### src/rtl/ioctl_ram_arbiter.sv
// ioctl_ram_arbiter
//   Shares one single-port overlay RAM between the HPS ioctl download stream
//   and the pixel-side fetch requester. Download bytes are queued in a small
//   FIFO and drained into RAM whenever video is not reading. ioctl_wait
//   throttles the loader. dl_done pulses once a download has fully landed.
//
// Optional feature (compile-time macro IOCTL_RAM_ARB_STARVE_GUARD_EN):
//   After MAX_STARVE consecutive video grants while writes are pending, one
//   write is forced through. Without the macro, video has strict priority.
//
// Ports
//   clk_sys, reset         clock (rising edge), async active-high reset
//   ioctl_download/wr/addr/dout/index   loader stream in
//   ioctl_wait             registered backpressure to the loader
//   vid_req/vid_addr       video read request (level, held until vid_ack)
//   vid_ack                read issued to RAM this cycle
//   vid_rdata/vid_rvalid   read return, RAM_LAT cycles after vid_ack
//   ram_addr/we/wdata/rdata   single-port RAM
//   dl_done                one-cycle pulse when an accepted download is in RAM
//   dl_overflow            sticky, set when a byte was dropped on a full FIFO
module ioctl_ram_arbiter #(
  parameter int         ADDR_W     = 16,
  parameter int         DATA_W     = 8,
  parameter int         FIFO_DEPTH = 4,
  parameter int         RAM_LAT    = 1,
  parameter logic [7:0] DL_INDEX   = 8'd0,
  parameter int         MAX_STARVE = 8
) (
  input  logic              clk_sys,
  input  logic              reset,
  input  logic              ioctl_download,
  input  logic              ioctl_wr,
  input  logic [24:0]       ioctl_addr,
  input  logic [7:0]        ioctl_dout,
  input  logic [7:0]        ioctl_index,
  output logic              ioctl_wait,
  input  logic              vid_req,
  input  logic [ADDR_W-1:0] vid_addr,
  output logic              vid_ack,
  output logic [DATA_W-1:0] vid_rdata,
  output logic              vid_rvalid,
  output logic [ADDR_W-1:0] ram_addr,
  output logic              ram_we,
  output logic [DATA_W-1:0] ram_wdata,
  input  logic [DATA_W-1:0] ram_rdata,
  output logic              dl_done,
  output logic              dl_overflow
);

  localparam int PTR_W = $clog2(FIFO_DEPTH);
  localparam int CNT_W = PTR_W + 1;
  localparam int STV_W = $clog2(MAX_STARVE + 1);

  localparam logic [CNT_W-1:0] CNT_ZERO = {CNT_W{1'b0}};
  localparam logic [CNT_W-1:0] CNT_ONE  = CNT_W'(1'b1);
  localparam logic [CNT_W-1:0] CNT_FULL = CNT_W'(FIFO_DEPTH);
  localparam logic [CNT_W-1:0] CNT_WAIT = CNT_W'(FIFO_DEPTH - 1);
  localparam logic [PTR_W-1:0] PTR_ONE  = PTR_W'(1'b1);
  localparam logic [STV_W-1:0] STV_ZERO = {STV_W{1'b0}};
  localparam logic [STV_W-1:0] STV_ONE  = STV_W'(1'b1);
  localparam logic [STV_W-1:0] STV_MAX  = STV_W'(MAX_STARVE);

`ifdef IOCTL_RAM_ARB_STARVE_GUARD_EN
  localparam bit GUARD_EN = 1'b1;
`else
  localparam bit GUARD_EN = 1'b0;
`endif

  typedef enum logic [1:0] {
    ST_IDLE  = 2'd0,
    ST_LOAD  = 2'd1,
    ST_FLUSH = 2'd2,
    ST_DONE  = 2'd3
  } state_t;

  state_t              state_q, state_d;
  logic [ADDR_W-1:0]   fifo_addr_q [FIFO_DEPTH];
  logic [DATA_W-1:0]   fifo_data_q [FIFO_DEPTH];
  logic [PTR_W-1:0]    wr_ptr_q, wr_ptr_d;
  logic [PTR_W-1:0]    rd_ptr_q, rd_ptr_d;
  logic [CNT_W-1:0]    count_q, count_d;
  logic                wait_q, wait_d;
  logic                ovf_q, ovf_d;
  logic                dl_prev_q;
  logic                got_data_q, got_data_d;
  logic [ADDR_W-1:0]   last_addr_q;
  logic [DATA_W-1:0]   hold_q, hold_d;
  logic [RAM_LAT-1:0]  rv_q, rv_d;
  logic [STV_W-1:0]    starve_q, starve_d;

  logic                accept_s, idx_match_s, rise_s;
  logic                fifo_empty_s, fifo_full_s;
  logic                force_wr_s, vid_grant_s, pop_s, push_s;
  logic [ADDR_W-1:0]   ram_addr_s;
  logic [DATA_W-1:0]   ram_wdata_s;

  // Arbitration, FIFO bookkeeping and RAM port drive
  always_comb begin
    idx_match_s  = (ioctl_index == DL_INDEX);
    accept_s     = ioctl_wr && ioctl_download && idx_match_s &&
                   ((ioctl_addr >> ADDR_W) == 25'd0);
    rise_s       = ioctl_download && !dl_prev_q;
    fifo_empty_s = (count_q == CNT_ZERO);
    fifo_full_s  = (count_q == CNT_FULL);
    force_wr_s   = GUARD_EN && !fifo_empty_s && (starve_q == STV_MAX);
    vid_grant_s  = vid_req && !force_wr_s;
    pop_s        = !vid_grant_s && !fifo_empty_s;
    // A pop in the same cycle frees the slot, so a push on full still lands.
    push_s       = accept_s && (!fifo_full_s || pop_s);
    ovf_d        = ovf_q || (accept_s && fifo_full_s && !pop_s);

    ram_addr_s  = last_addr_q;
    ram_wdata_s = {DATA_W{1'b0}};
    if (vid_grant_s) begin
      ram_addr_s = vid_addr;
    end else if (pop_s) begin
      ram_addr_s  = fifo_addr_q[rd_ptr_q];
      ram_wdata_s = fifo_data_q[rd_ptr_q];
    end else begin
      ram_addr_s = last_addr_q;
    end

    wr_ptr_d = push_s ? (wr_ptr_q + PTR_ONE) : wr_ptr_q;
    rd_ptr_d = pop_s  ? (rd_ptr_q + PTR_ONE) : rd_ptr_q;
    case ({push_s, pop_s})
      2'b10:   count_d = count_q + CNT_ONE;
      2'b01:   count_d = count_q - CNT_ONE;
      default: count_d = count_q;
    endcase
    // Raised one slot early so a strobe already in flight still fits.
    wait_d = (count_d >= CNT_WAIT);

    if (fifo_empty_s || pop_s) begin
      starve_d = STV_ZERO;
    end else if (vid_grant_s && (starve_q != STV_MAX)) begin
      starve_d = starve_q + STV_ONE;
    end else begin
      starve_d = starve_q;
    end

    rv_d[0] = vid_grant_s;
    for (int i = 1; i < RAM_LAT; i++) begin
      rv_d[i] = rv_q[i-1];
    end
    hold_d = rv_q[RAM_LAT-1] ? ram_rdata : hold_q;
  end

  // Download lifecycle: IDLE -> LOAD -> FLUSH -> DONE
  always_comb begin
    state_d    = state_q;
    got_data_d = got_data_q || push_s;
    case (state_q)
      ST_IDLE: begin
        got_data_d = push_s;
        if (rise_s && idx_match_s) begin
          state_d = ST_LOAD;
        end else begin
          state_d = ST_IDLE;
        end
      end
      ST_LOAD: begin
        if (!ioctl_download) begin
          state_d = ST_FLUSH;
        end else begin
          state_d = ST_LOAD;
        end
      end
      ST_FLUSH: begin
        if (rise_s && idx_match_s) begin
          // Reload before the drain finished: the loads merge into one dl_done.
          state_d = ST_LOAD;
        end else if (fifo_empty_s) begin
          // A load that never pushed anything finishes silently.
          state_d    = got_data_q ? ST_DONE : ST_IDLE;
          got_data_d = 1'b0;
        end else begin
          state_d = ST_FLUSH;
        end
      end
      ST_DONE: begin
        got_data_d = push_s;
        if (rise_s && idx_match_s) begin
          state_d = ST_LOAD;
        end else begin
          state_d = ST_IDLE;
        end
      end
      default: begin
        state_d    = ST_IDLE;
        got_data_d = 1'b0;
      end
    endcase
  end

  // State, FIFO storage, pointers and read-return pipeline
  always_ff @(posedge clk_sys or posedge reset) begin
    if (reset) begin
      state_q     <= ST_IDLE;
      wr_ptr_q    <= {PTR_W{1'b0}};
      rd_ptr_q    <= {PTR_W{1'b0}};
      count_q     <= CNT_ZERO;
      wait_q      <= 1'b0;
      ovf_q       <= 1'b0;
      dl_prev_q   <= 1'b0;
      got_data_q  <= 1'b0;
      last_addr_q <= {ADDR_W{1'b0}};
      hold_q      <= {DATA_W{1'b0}};
      rv_q        <= {RAM_LAT{1'b0}};
      starve_q    <= STV_ZERO;
      for (int i = 0; i < FIFO_DEPTH; i++) begin
        fifo_addr_q[i] <= {ADDR_W{1'b0}};
        fifo_data_q[i] <= {DATA_W{1'b0}};
      end
    end else begin
      state_q     <= state_d;
      wr_ptr_q    <= wr_ptr_d;
      rd_ptr_q    <= rd_ptr_d;
      count_q     <= count_d;
      wait_q      <= wait_d;
      ovf_q       <= ovf_d;
      dl_prev_q   <= ioctl_download;
      got_data_q  <= got_data_d;
      last_addr_q <= ram_addr_s;
      hold_q      <= hold_d;
      rv_q        <= rv_d;
      starve_q    <= starve_d;
      if (push_s) begin
        fifo_addr_q[wr_ptr_q] <= ioctl_addr[ADDR_W-1:0];
        fifo_data_q[wr_ptr_q] <= DATA_W'(ioctl_dout);
      end
    end
  end

  assign ioctl_wait  = wait_q;
  assign vid_ack     = vid_grant_s;
  assign vid_rvalid  = rv_q[RAM_LAT-1];
  assign vid_rdata   = rv_q[RAM_LAT-1] ? ram_rdata : hold_q;
  assign ram_addr    = ram_addr_s;
  assign ram_we      = pop_s;
  assign ram_wdata   = ram_wdata_s;
  assign dl_done     = (state_q == ST_DONE);
  assign dl_overflow = ovf_q;

endmodule

### config.mk
export PLATFORM = sky130hd
export DESIGN_NAME = ioctl_ram_arbiter
export DESIGN_NICKNAME = d
export VERILOG_FILES = /design/src/rtl/ioctl_ram_arbiter.sv
export SDC_FILE = /design/constraint.sdc
export NUM_CORES = 1
export LEC_CHECK = 0
export BUFFER_PORTS_ARGS = -buffer_cell sky130_fd_sc_hd__buf_2
export CAP_MARGIN = 20
export CELL_PAD_IN_SITES_DETAIL_PLACEMENT = 1
export CELL_PAD_IN_SITES_GLOBAL_PLACEMENT = 1
export CORE_ASPECT_RATIO = 1.25
export CORE_MARGIN = 2
export CORE_UTILIZATION = 42
export DETAILED_ROUTE_END_ITERATION = 6
export PLACE_DENSITY_LB_ADDON = 0.1
export REMOVE_ABC_BUFFERS = 1
export SLEW_MARGIN = 20
export SYNTH_ARGS = -nofsm -noshare
export SYNTH_HDL_FRONTEND = slang
export SYNTH_SLANG_ARGS = --single-unit
### constraint.sdc
create_clock -name clk_sys -period 4.65 [get_ports clk_sys]
set_clock_uncertainty 0.15 [all_clocks]
set_input_delay 0.6975 -clock clk_sys [delete_from_list [all_inputs] [get_ports clk_sys]]
set_output_delay 0.6975 -clock clk_sys [all_outputs]
set_load 0.01 [all_outputs]
==> flow_metrics.env, run 1 <==
export IMPL_grt_max_degree=84
export IMPL_core_area_sq_um=14300
export IMPL_ys_warnings_count=0
export IMPL_wirelength_microns=13800
export IMPL_layout_commonest_cell="dfrtp_1"
export IMPL_drtIter0Drc=99
export IMPL_slew_viol_final=0
export IMPL_hpwl_microns=8790
export IMPL_layout_drive_gt1_share_pct=52.7
export IMPL_status="finished clean"
export IMPL_fp_dieArea_sq_um=15600
export IMPL_cp_top_family="simple AND/OR/NAND/NOR gates"
export IMPL_final_cell_mix="dfrtp_1 (133), buf_2 (107), mux2_2 (94)"
export IMPL_min_path_type="in2async"
export IMPL_cts_root_buf="clkbuf_16"
export IMPL_htree_levels=4
export IMPL_synth_edff_count=0
export IMPL_grt_usage_pct=18.9
export IMPL_start_kind="input pin"
export IMPL_start_util_pct=42.8
export IMPL_rows=49
export IMPL_post_cts_resized=0
export IMPL_avgSynthCellArea_sq_um=14.8
export IMPL_crit_path_end_kind="flip-flop"
export IMPL_die_h_microns=139
export IMPL_finalCritPeriodShare_pct=69.7
export IMPL_cellPowerDensity_nw_per_um2=407
export IMPL_postCtsHoldBufs=0
export IMPL_p_leak_uw=0.00371
export IMPL_critPathRequiredTime_ns=4.81
export IMPL_whs_ns=0.241
export IMPL_drt_pass1_iterations=4
export IMPL_placed_area_sq_um=6800
export IMPL_syn_inst=415
export IMPL_synth_distinct_cells=37
export IMPL_dr_total_vias=3763
export IMPL_dp_cells=682
export IMPL_ioPinCount=108
export IMPL_crit_fanout=8
export IMPL_peakVddDrop_uv=259
export IMPL_layoutNonFillerInstCount=712
export IMPL_tightest_slew_ns=0.913
export IMPL_drv_cap=0
export IMPL_setup_viol=0
export IMPL_wl_per_cell_microns=19.3
export IMPL_critical_path_max_stage_delay_ns=0.69
export IMPL_synthArstFlopShare_pct=100
export IMPL_slew_headroom_pct=39.2
export IMPL_tritoncts="built"
export IMPL_area_delta_synth_final_pct=19.4
export IMPL_die_w_microns=112
export IMPL_port_buffers=107
export IMPL_fin_crit_ns=3.24
export IMPL_postCtsSetupBuffers=0
export IMPL_fin_nets=602
export IMPL_grt_antenna_before_repair=1
export IMPL_synth_main_ff_cell="dfrtp_1"
export IMPL_rsz0062_at_grt="false"
export IMPL_finalHoldViolCount=0
export IMPL_globalplace_congestion=0.710
export IMPL_utilization_pct=51.1
export IMPL_synth_top_cell_by_area="dfrtp_1"
export IMPL_grt_pass1_vias=4253
export IMPL_cts_sinks=134
export IMPL_path_cells="buf_2 -> or4b_4 -> nor4_4 -> nand3_1 -> ha_1 -> fa_1 -> xnor2_1 -> nor2_1 -> xor2_1 -> a21o_1"
export IMPL_cts_made_buffers=17
export IMPL_ys_seq_elements=134
export IMPL_syn_cell_area_sq_um=6140
export IMPL_crit_buf_inv=1
export IMPL_worstSetupPathType="in2reg"
export IMPL_cp_arrival_ns=3.40
export IMPL_viasPerCell=5.29
export IMPL_route_detailed_drc=0
export IMPL_stdcell_area_sq_um=7330
export IMPL_synth_top_area_share_pct=54.6
export IMPL_finalSetupTns_ns=0
export IMPL_synthTopCellsByArea="dfrtp_1 (55%), mux2_2 (17%), mux4_2 (8.8%)"
export IMPL_clock_fmax_mhz=309
export IMPL_path_clk_slew_ns=0.06
export IMPL_ant_nets=0
export IMPL_slowest_stage="nor4_4"
export IMPL_seq_area_frac_synth_pct=54.6
export IMPL_clockBufferDepth=2
export IMPL_overflow=0
export IMPL_clock_latency_ns=0.42
export IMPL_grt_pass1_wl_microns=22500
per-layer routing:
layer  vias up  GRT usage [%]  wire (microns)
li1       1710              -               -
met2        85           32.4            7110
met1      1949           22.3            5730
met3        19           5.42             652
met5         -              0               0
met4         0           7.45             262
through the flow:
stage	setup WS [ns]	power (uW)
floorplan	0.220	1600
detailed placement	0.944	1820
CTS	1.33	3040
global route	1.20	3130
finish	1.41	2980
global placement	1.02	1800
cell type report:
cell class | instances | area (sq um)
antenna | 1 | 2.50
clock inverter | 4 | 22.5
inverter | 6 | 27.5
timing repair buffer | 113 | 581
tap | 178 | 223
sequential | 134 | 3350
multi-input combinational | 251 | 2620
clock buffer | 25 | 505
fill | 1452 | 7010
logic make-up (layout without fill, tap and decap cells):
logic type      count (synthesis)  in the layout  synth area share, %
flops                         134            134                 54.6
mux                           130            130                 29.0
simple gates                   65             65                 7.15
compound gates                 41             41                 3.61
buf+inv                        30            148                 2.87
fa+ha+maj                       9              9                 1.96
xor+xnor                        6              6                0.856
other cells                     0              1                    0
cells in the mapped netlist, types with 2 or more instances:
cell type and instances:
nand3_1 2, inv_1 6, o21ai_0 2, nand2b_1 2
xnor2_1 4, mux4_2 24, nand4_4 4, nor2_1 4
dfrtp_1 134, nand2_1 18, and2_1 8, a21o_1 2
buf_6 8, mux2_2 94, mux2_4 12, a21oi_1 33
ha_1 8, nor2b_1 16, or4_1 2, xor2_1 2
clkbuf_1 12, buf_1 3
registers in the layout, indices dropped and copies added (netlist names):
name and flops:
hold_q 8, last_addr_q 16, fifo_addr_q 64, state_q 2, count_q 3, dl_prev_q 1, rd_ptr_q 2, wr_ptr_q 2
dl_overflow 1, got_data_q 1, fifo_data_q 32, vid_rvalid 1, ioctl_wait 1
final timing paths:
check                                    start         endpoint  slack [ns]  cells past startpoint
max in group asynchronous                reset  fifo_addr_q[45]        2.89                      3
worst max register to register      count_q[1]       ioctl_wait        2.09                      8
worst max-delay path            ioctl_index[0]       ioctl_wait        1.41                     10
worst min-delay path                     reset  fifo_data_q[19]        0.24                      2
worst min register to register     dl_overflow      dl_overflow        0.33                      1
min in group clk_sys            ioctl_download        dl_prev_q        0.28                      1
where the power goes:
part	total (uW)	internal [uW]	switching, uW
sequential	1360	1220	137
clock	1210	739	467
combinational	420	206	214
Note: power is estimated with default switching activity, not from simulation.
==> inputs of run 2 (changes only) <==
clock period = 2.62 ns   (was 4.65 ns; I/O delays follow)
==> run 2 against run 1 <==
Worst setup slack worse by 1.3 ns. Clock power is 110% higher. Highest routed layer unchanged. Total power is 96% higher.
==> flow_metrics.env, run 2 (synthesis gave the netlist of run 1 again) <==
export IMPL_grt_max_degree=69
export IMPL_post_cts_resized=0
export IMPL_start_kind="flip-flop"
export IMPL_rsz0062_at_grt="false"
export IMPL_slowest_stage="dfrtp_1"
export IMPL_hold_start="ioctl_download"
export IMPL_layout_drive_gt1_share_pct=55.2
export IMPL_port_buffers=107
export IMPL_die_h_microns=139
export IMPL_cp_arrival_ns=1.94
export IMPL_clock_fmax_mhz=403
export IMPL_fin_nets=624
export IMPL_die_w_microns=112
export IMPL_wl_per_cell_microns=19.1
export IMPL_slew_headroom_pct=58.0
export IMPL_path_clk_slew_ns=0.06
export IMPL_crit_path_end_kind="output pin"
export IMPL_min_path_type="in2reg"
export IMPL_cts_root_buf="clkbuf_16"
export IMPL_critical_path_max_stage_delay_ns=0.58
export IMPL_utilization_pct=53.7
export IMPL_status="finished clean"
export IMPL_largest_register_ffs=64
export IMPL_start_util_pct=42.8
export IMPL_hold_depth=2
export IMPL_rr_startpoint="count_q[1]"
export IMPL_worstSetupPathType="reg2out"
export IMPL_crit_fanout=9
export IMPL_dr_total_vias=3869
export IMPL_hold_end="dl_prev_q"
export IMPL_clockBufferDepth=2
export IMPL_fin_crit_ns=2.48
export IMPL_tritoncts="built"
export IMPL_grt_pass1_vias=4392
export IMPL_cts_made_buffers=17
export IMPL_p_total_uw=5840
export IMPL_hpwl_microns=9510
export IMPL_cellPowerDensity_nw_per_um2=758
export IMPL_finalHoldViolCount=0
export IMPL_overflow=0
export IMPL_drtIter0Drc=131
export IMPL_rows=49
export IMPL_regMostFlops="fifo_addr_q"
export IMPL_reg_largest_list="fifo_addr_q (64), fifo_data_q (32), last_addr_q (16)"
export IMPL_finalCritPeriodShare_pct=94.7
export IMPL_globalplace_congestion=0.700
export IMPL_viasPerCell=5.25
export IMPL_fp_dieArea_sq_um=15600
export IMPL_clock_latency_ns=0.42
export IMPL_ioPinCount=108
export IMPL_r2r_end="ioctl_wait"
export IMPL_layoutNonFillerInstCount=737
export IMPL_drv_cap=0
export IMPL_htree_levels=4
export IMPL_layout_commonest_cell="dfrtp_1"
export IMPL_rrSetupSlack_ns=0.38
export IMPL_final_cell_mix="dfrtp_1 (133), buf_2 (107), mux2_2 (94)"
export IMPL_core_area_sq_um=14300
export IMPL_setup_viol=0
export IMPL_grt_antenna_before_repair=1
export IMPL_fillers=1443
export IMPL_drt_pass1_iterations=4
export IMPL_grt_usage_pct=19.1
export IMPL_dp_cells=701
export IMPL_area_delta_synth_final_pct=25.4
export IMPL_ant_nets=0
export IMPL_dpl_worst_slack_ns=-0.243
export IMPL_grt_pass1_wl_microns=23200
export IMPL_path_cells="buf_4 -> mux4_2 -> and2_1 -> buf_2"
export IMPL_whs_ns=0.0671
export IMPL_wirelength_microns=14100
export IMPL_critPathRequiredTime_ns=2.08
export IMPL_slew_viol_final=0
export IMPL_rr_worst_depth=8
export IMPL_p_leak_uw=0.00389
export IMPL_route_detailed_drc=0
export IMPL_cts_sinks=134
export IMPL_tightest_slew_ns=0.630
export IMPL_fin_ws_ns=0.140
export IMPL_peakVddDrop_uv=360
-- run 2: timing repair --
action	CTS	global route
buffers inserted	2	0
hold buffers	1	0
setup endpoints to repair	1	0
endpoints found under the hold margin	65	0
-- run 2: critical path, delay by kind of cell (launching register included) --
kind	cells	cell delay [ns]
multiplexers	1	0.31
flip-flops	1	0.58
buffers and inverters	2	0.42
AND/OR/NAND/NOR	1	0.20
-- run 2: area by class of cell --
type	instances	area [sq um]	area share, %
clock inverter	14	200	2.60
sequential	134	3350	43.6
tap	178	223	2.89
clock buffer	18	439	5.70
timing repair buffer	135	836	10.9
inverter	6	27.5	0.357
antenna	1	2.50	0.0325
multi-input combinational	251	2620	34.0
-- run 2: worst max path at each step --
stage                               from      endpoint
after floorplan                    reset    count_q[0]
after detailed placement  ioctl_index[0]    ioctl_wait
final                        rd_ptr_q[1]  ram_wdata[0]
after global placement    ioctl_index[0]    ioctl_wait
after global routing          count_q[0]   ram_addr[0]
after CTS                    rd_ptr_q[1]  ram_wdata[0]
-- run 2: metal layers --
layer  GRT usage (%)  vias to the layer above  wire, microns  share of wire [%]
met4            5.58                        0            153                1.1
li1                -                     1765              -                  -
met1            23.1                     2006           5810                 41
met3            5.29                       13            633                4.5
met5               0                        -              0                  0
met2            33.4                       85           7510                 53
-- run 2: where the power goes --
group          internal, uW  leakage, uW  total [uW]  switching (uW)
clock                  1630     0.000297        2550             921
combinational           465      0.00179        1020             554
sequential             2170      0.00180        2270             101
total                  4260      0.00389        5840            1580
-- run 2: stage by stage --
step | instance area [sq um] | TNS (ns)
3_5_place_dp | 7030 | -0.447
5_1_grt | 7700 | 0
2_1_floorplan | 5990 | -206.91
6_report | 7700 | 0
4_1_cts | 7700 | 0
3_3_place_gp | 7030 | -0.299
